--- src/rtl/hamming_enc_pipe.sv ---
// hamming_enc_pipe
//   Parametrised two-stage pipelined Hamming SEC encoder with an overall
//   (SECDED) parity output and valid/ready flow control on both sides.
//
//   Codeword layout: bit k holds 1-based position k+1. Power-of-two positions
//   carry parity bits, and data bits fill the remaining positions in ascending
//   order, d0 lowest. For DATA_W=4 the layout is {d3,d2,d1,p4,d0,p2,p1}.
//
//   Optional feature macro: HAMM_ENC_ERR_INJ_EN. It adds single-bit error
//   injection on the stage-2 codeword. The injected flip is applied after
//   o_parity has been computed.
//
// Ports
//   i_clk           clock, rising edge
//   i_rst           asynchronous active-high reset
//   i_valid/o_ready input handshake; carries i_data [DATA_W-1:0]
//   o_valid/i_ready output handshake; carries o_hamming_code [CODE_W-1:0]
//                   and o_parity
//   o_count         number of input words accepted since reset (wraps)
//   i_inj_en        (HAMM_ENC_ERR_INJ_EN only) inject an error into this word
//   i_inj_pos       (HAMM_ENC_ERR_INJ_EN only) codeword bit to invert; values
//                   >= CODE_W leave the word clean
module hamming_enc_pipe #(
  parameter int unsigned DATA_W  = 4,
  parameter int unsigned COUNT_W = 16,
  // PAR_W is the smallest r with 2**r >= DATA_W + r + 1.
  localparam int unsigned PAR_W  = (DATA_W + 3 <= 4)  ? 2 :
                                   (DATA_W + 4 <= 8)  ? 3 :
                                   (DATA_W + 5 <= 16) ? 4 :
                                   (DATA_W + 6 <= 32) ? 5 :
                                   (DATA_W + 7 <= 64) ? 6 : 7,
  localparam int unsigned CODE_W = DATA_W + PAR_W,
  localparam int unsigned INJ_W  = $clog2(CODE_W)
) (
  input  logic               i_clk,
  input  logic               i_rst,
  input  logic               i_valid,
  output logic               o_ready,
  input  logic [DATA_W-1:0]  i_data,
  output logic               o_valid,
  input  logic               i_ready,
  output logic [CODE_W-1:0]  o_hamming_code,
  output logic               o_parity,
`ifdef HAMM_ENC_ERR_INJ_EN
  input  logic               i_inj_en,
  input  logic [INJ_W-1:0]   i_inj_pos,
`endif
  output logic [COUNT_W-1:0] o_count
);

  // Returns the 1-based codeword position of data bit idx, skipping the
  // power-of-two positions.
  function automatic int unsigned data_pos(input int unsigned idx);
    int unsigned pos;
    int unsigned seen;
    pos  = 0;
    seen = 0;
    for (int unsigned p = 1; p <= CODE_W; p++) begin
      if ((p & (p - 1)) != 0) begin
        if (seen == idx) pos = p;
        seen++;
      end
    end
    return pos;
  endfunction

  function automatic logic [CODE_W-1:0] encode(input logic [DATA_W-1:0] d);
    logic [CODE_W-1:0] c;
    logic              p;
    c = '0;
    for (int unsigned i = 0; i < DATA_W; i++) c[data_pos(i) - 1] = d[i];
    for (int unsigned j = 0; j < PAR_W; j++) begin
      p = 1'b0;
      for (int unsigned i = 0; i < DATA_W; i++) begin
        if (((data_pos(i) >> j) & 1) != 0) p = p ^ d[i];
      end
      c[(1 << j) - 1] = p;
    end
    return c;
  endfunction

  logic               s1_valid_q, s1_valid_d;
  logic [DATA_W-1:0]  s1_data_q,  s1_data_d;
  logic               s2_valid_q, s2_valid_d;
  logic [CODE_W-1:0]  code_q,     code_d;
  logic               parity_q,   parity_d;
  logic [COUNT_W-1:0] count_q,    count_d;

  logic               accept;
  logic               s2_load;
  logic [CODE_W-1:0]  code_clean;
  logic [CODE_W-1:0]  inj_mask;

`ifdef HAMM_ENC_ERR_INJ_EN
  logic               s1_inj_en_q,  s1_inj_en_d;
  logic [INJ_W-1:0]   s1_inj_pos_q, s1_inj_pos_d;
`endif

  // o_ready is the only combinational input-to-output path: stage 1 can take a
  // word if it is empty or if its word moves into stage 2 on this edge.
  always_comb begin
    s2_load = s1_valid_q && (!s2_valid_q || i_ready);
    o_ready = !s1_valid_q || (!s2_valid_q || i_ready);
    accept  = i_valid && o_ready;
  end

  always_comb begin
    code_clean = encode(s1_data_q);
    inj_mask   = '0;
`ifdef HAMM_ENC_ERR_INJ_EN
    // Out-of-range positions never match any k, so the word stays clean.
    for (int unsigned k = 0; k < CODE_W; k++) begin
      inj_mask[k] = s1_inj_en_q && (s1_inj_pos_q == INJ_W'(k));
    end
`endif
  end

  always_comb begin
    s1_valid_d = s1_valid_q;
    s1_data_d  = s1_data_q;
    s2_valid_d = s2_valid_q;
    code_d     = code_q;
    parity_d   = parity_q;
    count_d    = count_q;
`ifdef HAMM_ENC_ERR_INJ_EN
    s1_inj_en_d  = s1_inj_en_q;
    s1_inj_pos_d = s1_inj_pos_q;
`endif

    if (accept) begin
      s1_valid_d = 1'b1;
      s1_data_d  = i_data;
      count_d    = count_q + 1'b1;
`ifdef HAMM_ENC_ERR_INJ_EN
      s1_inj_en_d  = i_inj_en;
      s1_inj_pos_d = i_inj_pos;
`endif
    end else if (s2_load) begin
      s1_valid_d = 1'b0;
    end

    if (s2_load) begin
      s2_valid_d = 1'b1;
      code_d     = code_clean ^ inj_mask;
      parity_d   = ^code_clean;
    end else if (s2_valid_q && i_ready) begin
      s2_valid_d = 1'b0;
    end
  end

  always_ff @(posedge i_clk or posedge i_rst) begin
    if (i_rst) begin
      s1_valid_q <= 1'b0;
      s1_data_q  <= '0;
      s2_valid_q <= 1'b0;
      code_q     <= '0;
      parity_q   <= 1'b0;
      count_q    <= '0;
`ifdef HAMM_ENC_ERR_INJ_EN
      s1_inj_en_q  <= 1'b0;
      s1_inj_pos_q <= '0;
`endif
    end else begin
      s1_valid_q <= s1_valid_d;
      s1_data_q  <= s1_data_d;
      s2_valid_q <= s2_valid_d;
      code_q     <= code_d;
      parity_q   <= parity_d;
      count_q    <= count_d;
`ifdef HAMM_ENC_ERR_INJ_EN
      s1_inj_en_q  <= s1_inj_en_d;
      s1_inj_pos_q <= s1_inj_pos_d;
`endif
    end
  end

  assign o_valid        = s2_valid_q;
  assign o_hamming_code = code_q;
  assign o_parity       = parity_q;
  assign o_count        = count_q;

endmodule

--- config.mk ---
export PLATFORM = sky130hd
export DESIGN_NAME = hamming_enc_pipe
export DESIGN_NICKNAME = d
export VERILOG_FILES = /design/src/rtl/hamming_enc_pipe.sv
export SDC_FILE = /design/constraint.sdc
export NUM_CORES = 1
export LEC_CHECK = 0
export CELL_PAD_IN_SITES_DETAIL_PLACEMENT = 0
export CELL_PAD_IN_SITES_GLOBAL_PLACEMENT = 1
export CORE_ASPECT_RATIO = 0.6
export CORE_MARGIN = 2
export CORE_UTILIZATION = 40
export DETAILED_ROUTE_END_ITERATION = 12
export PLACE_DENSITY_LB_ADDON = 0.1
export SKIP_CTS_REPAIR_TIMING = 1
export SLEW_MARGIN = 20
export SYNTH_ARGS = -nofsm -noshare
export SYNTH_HDL_FRONTEND = slang
export SYNTH_SLANG_ARGS = --single-unit
--- constraint.sdc ---
create_clock -name i_clk -period 2.1 [get_ports i_clk]
set_input_delay 0.63 -clock i_clk [delete_from_list [all_inputs] [get_ports i_clk]]
set_output_delay 0.63 -clock i_clk [all_outputs]
set_load 0.01 [all_outputs]
==> metrics, run 1 <==
Max Fanout on Critical Path=5; Post-Syn Instances=101; fin. max-slew vios=0; Worst Path Buf+Inv=1; gr usage total=15.6%; Leak=0.000825 uW; initial antenna violation count=0; share of post-route cells with drive strength above 1=20.8%; cell-by-cell trace of the critical path=clkdlybuf4s50_1; CP Launch Type=flip-flop; GPL Wtd Cong=0.748; Setup CP Type=flip-flop to primary output; Top Metal Used=met4; die height=47.9 um; fin crit share=90.9%; Max-Cap Viols=0; num rows=15; Area Overhead vs Synth=42.4%; wire per inst=13.5 um; Starting DRT DRC Count=36; Hold Crit Class=flip-flop to flip-flop; family with the most delay on the worst path=buffers and inverters; Seq/Total Area, Yosys=58.4%; number of global-route vias before repair=820; core area=2970 sq um; Crit. End Element=primary output; Cell Pwr Density=1090 nW/um^2; Detailed Route WL=2570 um; CTS buffer count=5; Vias=870; Initial DRT Pass Iterations=4; WL met3=132 um; Worst EP required=1.47 ns; ANT cells=0; Syn Nets=110; clk root buf=clkbuf_8; DPL Wire Length=1980 um; Clock Latency Late Sink=0.27 ns; final hold vios=0; Yosys cell types=21; first-pass GRT wire length=4140 um; Slew HR=74.5%; total global routing overflow=0; antenna viol nets, final=0; final setup fails=0; Clk pin slew, worst setup/hold paths=0.06 ns; status=completed; Achievable Freq=0.524 GHz; Final Total Pwr=1990 uW; IO Pins=34; largest net degree at the start of global routing=31; syn avg cell area=12.7 sq um; WP data arrival=1.28 ns; Fin Clk Skew=0.00314 ns; die area=3700 sq um; Ys Warns=0; Setup TNS=0 ns; clk sinks=30; Initial Util=43.4%; Worst path max stage delay=0.57 ns; vias per cell=4.55; die width=77.2 um; DRC violations left=0; final hold slack=0.467 ns; Worst Tran Pin Value=0.383 ns; clk buf depth=2; met1 wire length=1410 um; Mapped Area=1290 sq um; pre-CTS setup slack=-0.421 ns; H-tree depth=2; RSZ-0062 raised after global routing=no; PortBufs=33; final worst slack=0.191 ns; #FFs+latches synth=30; Final Critical Period=1.91 ns; final net count=157; CTS tree=done; DR WL met2=998 um; Slowest-stage cell, CP=clkdlybuf4s50_1; maximum vdd drop=0.740 mV
[state kept, by name, indices dropped and copies added (netlist names)]
signal          flops
s1_valid_q          1
s1_data_q           4
o_hamming_code      7
o_count            16
o_valid             1
o_parity            1
[cells in the mapped netlist, drive strengths merged]
master	number	share of area, %
and3b	1	0.97
nand2b	3	1.5
mux2	9	7.9
nand3	4	1.9
and4	1	0.68
nor3	1	0.39
inv	2	0.58
ha	1	0.97
nor4b	1	1.8
nand4	4	1.9
nand2	11	3.2
buf	1	0.39
nor2	2	0.58
and3	4	1.9
xor2	9	6.1
nor4	1	0.97
dfrtp	30	58
xnor2	12	8.2
o21ai	4	1.6
[power by group]
group | leakage [uW] | switching (uW) | internal (uW) | total (uW)
Clock | 0.0000575 | 200 | 330 | 530
Sequential | 0.000374 | 151 | 714 | 865
Combinational | 0.000394 | 239 | 359 | 598
[layer usage]
metal / vias to the layer above / track usage, %
li1: 438 / -
met2: 23 / 20.7
met4: 0 / 6.43
met3: 4 / 5.47
met1: 405 / 23.1
met5: - / 0
[area by class of cell]
| type | instances | area (sq um) |
|---|---|---|
| Fill cell | 240 | 1130 |
| Timing Repair Buffer | 41 | 388 |
| Inverter | 2 | 7.51 |
| Multi-Input combinational cell | 68 | 523 |
| Clock buffer | 8 | 110 |
| Tap cell | 42 | 52.6 |
| Sequential cell | 30 | 751 |
[through the flow]
| step | instance area, sq um | util [%] | instances |
|---|---|---|---|
| 2_1_floorplan | 1290 | - | 101 |
| 5_1_grt | 1830 | 61.8 | 191 |
| 3_5_place_dp | 1720 | 58.1 | 183 |
| 3_3_place_gp | 1720 | 58.1 | 183 |
| 4_1_cts | 1830 | 61.9 | 191 |
| 6_report | 1830 | 61.8 | 191 |
[worst register-to-register path, cell delays in order, from the launching register on]
cell	delay [ns]
dfrtp_1	0.39
and3b_4	0.21
buf_4	0.15
nor4b_4	0.26
buf_4	0.19
and3_1	0.18
xor2_1	0.14
[layout by cell type (no fill, tap or decap), drive strengths merged, types with 8 or more instances in the layout]
master / n
mux2: 9
xor2: 9
xnor2: 12
clkbuf: 9
nand2: 11
dfrtp: 30
buf: 8
clkdlybuf4s50: 31
[final timing paths]
path,startpoint,end,slack (ns),cells after the start
worst max-delay path,o_count[5]$_DFFE_PP0P_,o_count[5],0.19,1
min in group asynchronous,i_rst,o_hamming_code[3]$_DFFE_PP0P_,0.75,3
worst min register to register,o_count[15]$_DFFE_PP0P_,o_count[15]$_DFFE_PP0P_,0.47,1
worst max register to register,s1_valid_q$_DFFE_PP0P_,o_count[7]$_DFFE_PP0P_,0.51,6
worst min-delay path,o_count[15]$_DFFE_PP0P_,o_count[15]$_DFFE_PP0P_,0.47,1
max in group asynchronous,i_rst,o_count[12]$_DFFE_PP0P_,1.07,3
[kinds of logic after synthesis]
kind of cell,share of synthesized area (%)
compound gates,1.56
xor+xnor,14.3
fa+ha+maj,0.973
buf+inv,0.972
flops,58.4
mux,7.88
simple gates,16.0
Note: power is estimated with default switching activity, not from simulation.
==> run 2, diff against run 1 <==
--- a/config.mk
+++ b/config.mk
@@ -15,2 +15,3 @@
 export SKIP_CTS_REPAIR_TIMING = 1
+export SKIP_LAST_GASP = 1
 export SLEW_MARGIN = 20
--- a/constraint.sdc
+++ b/constraint.sdc
@@ -3,2 +3,2 @@
 set_output_delay 0.63 -clock i_clk [all_outputs]
-set_load 0.01 [all_outputs]
+set_load 0.1 [all_outputs]
==> metrics, run 2 (synthesized netlist as in run 1, its figures left out) <==
Achievable Freq=0.516 GHz (was 0.524 GHz); Final Total Pwr=3090 uW (was 1990 uW); fin. max-slew vios=0 (unchanged); Max Fanout on Critical Path=4 (was 5); CTS buffer count=5 (unchanged); Fin Clk Skew=0.00312 ns (was 0.00314 ns); Worst EP required=1.47 ns (about the same); core area=2970 sq um (unchanged); Worst path max stage delay=0.32 ns (was 0.57 ns); Vias=881 (was 870); Clk pin slew, worst setup/hold paths=0.05 ns (was 0.06 ns); Slowest-stage cell, CP=and3b_4 (was clkdlybuf4s50_1); Slew HR=70.9% (was 74.5%); Max-Cap Viols=0 (unchanged); IO Pins=34 (unchanged); Setup CP Type=input port to primary output (was flip-flop to primary output); RSZ-0062 raised after global routing=no (unchanged); largest net degree at the start of global routing=31 (unchanged); number of global-route vias before repair=848 (was 820); Area Overhead vs Synth=61.6% (was 42.4%); die area=3700 sq um (unchanged); Crit. End Element=primary output (unchanged); total global routing overflow=0 (unchanged); num rows=15 (unchanged); DRC violations left=0 (unchanged); Initial Util=43.4% (unchanged); WP data arrival=1.31 ns (was 1.28 ns); final hold vios=0 (unchanged); CP Launch Type=input port (was flip-flop); final worst slack=0.162 ns (was 0.191 ns); CTS tree=done (unchanged); Initial DRT Pass Iterations=4 (unchanged); most common cell after layout, fill and taps aside=dfrtp_1 (was clkdlybuf4s50_1); share of post-route cells with drive strength above 1=38.0% (was 20.8%); Hold Crit Class=flip-flop to flip-flop (unchanged); status=completed (unchanged); die width=77.2 um (unchanged); die height=47.9 um (unchanged); antenna viol nets, final=0 (unchanged); clk buf depth=2 (unchanged); ANT cells=0 (unchanged); family with the most delay on the worst path=buffers and inverters (unchanged); vias per cell=4.59 (was 4.55); clk sinks=30 (unchanged); Detailed Route WL=2580 um (was 2570 um); final setup fails=0 (unchanged); Final Critical Period=1.94 ns (was 1.91 ns); Clock Latency Late Sink=0.27 ns (about the same); initial antenna violation count=0 (unchanged); PortBufs=33 (unchanged); Worst Path Buf+Inv=3 (was 1); maximum vdd drop=1.25 mV (was 0.740 mV); wire per inst=13.4 um (was 13.5 um); Leak=0.000945 uW (was 0.000825 uW); pre-CTS setup slack=-0.157 ns (was -0.421 ns); final net count=158 (was 157); clk root buf=clkbuf_8 (unchanged); GPL Wtd Cong=0.819 (was 0.748); gr usage total=16.2% (was 15.6%); fin crit share=92.3% (was 90.9%); H-tree depth=2 (unchanged); Starting DRT DRC Count=26 (was 36); Largest register FFs=16 (unchanged); Worst Tran Pin Value=0.434 ns (was 0.383 ns); Cell Pwr Density=1490 nW/um^2 (was 1090 nW/um^2); first-pass GRT wire length=4320 um (was 4140 um); DPL Wire Length=2040 um (was 1980 um); cell-by-cell trace of the critical path=dlymetal6s2s_1 -> and3b_4 -> inv_2 -> buf_12 (was clkdlybuf4s50_1); commonest non-fill, non-tap cells in the layout=27 x dfrtp_1, 26 x buf_12, 12 x xnor2_1, 11 x nand2_1 (was 31 x clkdlybuf4s50_1, 30 x dfrtp_1, 12 x xnor2_1, 11 x nand2_1)
## run 2: area by class of cell
| class | instances | area [sq um] |
|---|---|---|
| clock buffers | 8 | 80.1 |
| fillers | 228 | 887 |
| inverters | 2 | 7.51 |
| multi-input cells | 68 | 523 |
| flip-flops and latches | 30 | 754 |
| well taps | 42 | 52.6 |
| repair buffers | 42 | 661 |
## run 2: worst register-to-register path, cell delays in order, from the launching register on
cell	delay [ns]
dfrtp_2	0.43
and3b_4	0.21
buf_4	0.14
nor4_2	0.44
nand3_1	0.17
xnor2_1	0.16
## run 2: path summary, 6_finish.rpt
kind                                   startpoint                 endpoint  slack, ns  depth (start not counted)
max                                       i_ready                  o_ready       0.16                          4
min                        s1_valid_q$_DFFE_PP0P_      o_valid$_DFFE_PP0P_       0.49                          1
max reg2reg                   o_valid$_DFFE_PP0P_  o_count[12]$_DFFE_PP0P_       0.44                          5
min reg2reg                s1_valid_q$_DFFE_PP0P_      o_valid$_DFFE_PP0P_       0.49                          1
max in group asynchronous                   i_rst   o_count[1]$_DFFE_PP0P_       1.06                          3
min in group asynchronous                   i_rst   o_count[6]$_DFFE_PP0P_       0.75                          3
## run 2: metal layers
metal | GRT usage [%] | vias to the layer above | part of all wire (%)
met5 | 0 | - | 0
met4 | 5.36 | 0 | 0.81
met3 | 5.85 | 5 | 6.8
met2 | 23.3 | 24 | 41
met1 | 23.1 | 414 | 51
li1 | - | 438 | -
## run 2: per-stage QoR
stage / hold slack, ns / setup TNS, ns / cells / util (%) / cell area (sq um)
after floorplan: 0.458 / 0 / 101 / - / 1290
after global placement: 0.475 / -0.873 / 182 / 66.8 / 1980
after detailed placement: 0.483 / -1.00 / 182 / 66.8 / 1980
after CTS: 0.496 / -0.168 / 190 / 69.5 / 2060
after global routing: 0.523 / 0 / 192 / 70.1 / 2080
final: 0.493 / 0 / 192 / 70.1 / 2080
## run 2: power breakdown
group	switching, uW	internal [uW]
Sequential	217	719
Clock	183	235
Combinational	1110	627
Total	1510	1580
==> run 3, diff against run 2 <==
Settings changed: REMOVE_ABC_BUFFERS from default to 1.
==> metrics, run 3 (synthesized netlist as in run 1, its figures left out) <==
Starting DRT DRC Count=37 (was 26); DRC violations left=0 (unchanged); Flop pwr share=29.2% (was 30.3%); final hold vios=0 (unchanged); placed insts=183 (was 182); share of post-route cells with drive strength above 1=38.8% (was 38.0%); Hold Crit Class=flip-flop to flip-flop (unchanged); Clk pin slew, worst setup/hold paths=0.06 ns (was 0.05 ns); final setup fails=0 (unchanged); number of global-route vias before repair=940 (was 848); CP Launch Type=input port (unchanged); sw power=1530 uW (was 1510 uW); Slew HR=74.7% (was 70.9%); most common cell after layout, fill and taps aside=dfrtp_1 (unchanged); status=completed (unchanged); Initial DRT Pass Iterations=4 (unchanged); Final Critical Period=1.92 ns (was 1.94 ns); Worst Tran Pin Value=0.380 ns (was 0.434 ns); die area=3700 sq um (unchanged); largest net degree at the start of global routing=31 (unchanged); Crit. End Element=primary output (unchanged); Vias=912 (was 881); critical path startpoint=i_ready (unchanged); hold path startpoint=s1_valid_q$_DFFE_PP0P_ (unchanged); RSZ-0062 raised after global routing=no (unchanged); initial antenna violation count=0 (unchanged); Worst EP required=1.47 ns (about the same); reg-to-reg startpoint=o_valid$_DFFE_PP0P_ (unchanged); Max Fanout on Critical Path=3 (was 4); final hold slack=0.509 ns (was 0.493 ns); core area=2970 sq um (unchanged); Comb power frac=54.2% (was 56.1%); H-tree depth=2 (unchanged); clk sinks=30 (unchanged); final net count=160 (was 158); Setup TNS=0 ns (unchanged); WP data arrival=1.29 ns (was 1.31 ns); die width=77.2 um (unchanged); Achievable Freq=0.520 GHz (was 0.516 GHz); PortBufs=33 (unchanged); Cell Pwr Density=1510 nW/um^2 (was 1490 nW/um^2); clk root buf=clkbuf_8 (unchanged); IO Pins=34 (unchanged); sw frac=47.8% (was 48.8%); Leak=0.000977 uW (was 0.000945 uW); total global routing overflow=0 (unchanged); Final Core Density=71.6% (was 70.1%); pre-CTS setup slack=-0.158 ns (was -0.157 ns); first-pass GRT wire length=4650 um (was 4320 um); gr usage total=17.7% (was 16.2%); Max-Cap Viols=0 (unchanged); num rows=15 (unchanged); final worst slack=0.177 ns (was 0.162 ns); fin. max-slew vios=0 (unchanged); Clock Latency Late Sink=0.28 ns (was 0.27 ns); commonest non-fill, non-tap cells in the layout=30 x dfrtp_1, 26 x buf_12, 12 x xnor2_1, 11 x nand2_1, 11 x buf_4 (was 27 x dfrtp_1, 26 x buf_12, 12 x xnor2_1, 11 x nand2_1); Setup CP Type=input port to primary output (unchanged); clk buf depth=2 (unchanged); wire per inst=14.1 um (was 13.4 um); CTS tree=done (unchanged); antenna viol nets, final=0 (unchanged); vias per cell=4.70 (was 4.59); ANT cells=0 (unchanged); Fin Clk Skew=0.00578 ns (was 0.00312 ns); die height=47.9 um (unchanged); Initial Util=43.4% (unchanged); Detailed Route WL=2740 um (was 2580 um); Largest register FFs=16 (unchanged); Area Overhead vs Synth=65.0% (was 61.6%); fin crit share=91.6% (was 92.3%); GPL Wtd Cong=0.750 (was 0.819); Finished Layout Cells=194 (was 192); Int Power=1670 uW (was 1580 uW); DPL Wire Length=2070 um (was 2040 um); power share of the clock group=16.7% (was 13.5%); CTS buffer count=5 (unchanged); maximum vdd drop=1.34 mV (was 1.25 mV)
==> run 3: changes by cell type in the layout (fill, tap and decap cells not counted), sizes merged <==
cell,delta
buf,+2
==> run 3: critical path, cell delays in order <==
cell and delay [ns]:
dlymetal6s2s_1 0.12, and3b_4 0.33, inv_4 0.05, buf_12 0.16
==> run 3: routing by layer <==
metal	wire length [um]	GRT usage, %
met1	1410	24.9
met2	1140	24.7
met3	154	5.47
met4	39	9.64
met5	0	0
==> run 3: cell type report <==
cell class	instances	area (sq um)
Clock buffer	8	110
Fill cell	213	843
Inverter	2	10.0
Multi-Input combinational cell	68	523
Sequential cell	30	751
Tap cell	42	52.6
Timing Repair Buffer	44	676
==> run 3: final timing paths <==
check | to | slack [ns] | cells after the start
worst min register to register | o_valid$_DFFE_PP0P_ | 0.51 | 1
worst max register to register | o_count[12]$_DFFE_PP0P_ | 0.39 | 7
worst max-delay path | o_ready | 0.18 | 4
worst min-delay path | o_valid$_DFFE_PP0P_ | 0.51 | 1
min in group asynchronous | o_hamming_code[0]$_DFFE_PP0P_ | 0.75 | 3
max in group asynchronous | o_hamming_code[2]$_DFFE_PP0P_ | 1.07 | 3
==> run 3: stage by stage <==
step | total power (uW) | cell area, sq um
floorplan | 1980 | 1280
global placement | 2660 | 1980
detailed placement | 2680 | 1980
CTS | 3230 | 2090
global route | 3340 | 2120
finish | 3200 | 2120
==> run 3: power by group through the flow <==
stage | Combinational, uW | Clock [uW] | Sequential [uW]
floorplan | 243 | 0 | 1740
global placement | 1720 | 0 | 934
detailed placement | 1740 | 0 | 942
CTS | 1740 | 553 | 935
global route | 1800 | 575 | 963
finish | 1730 | 533 | 934
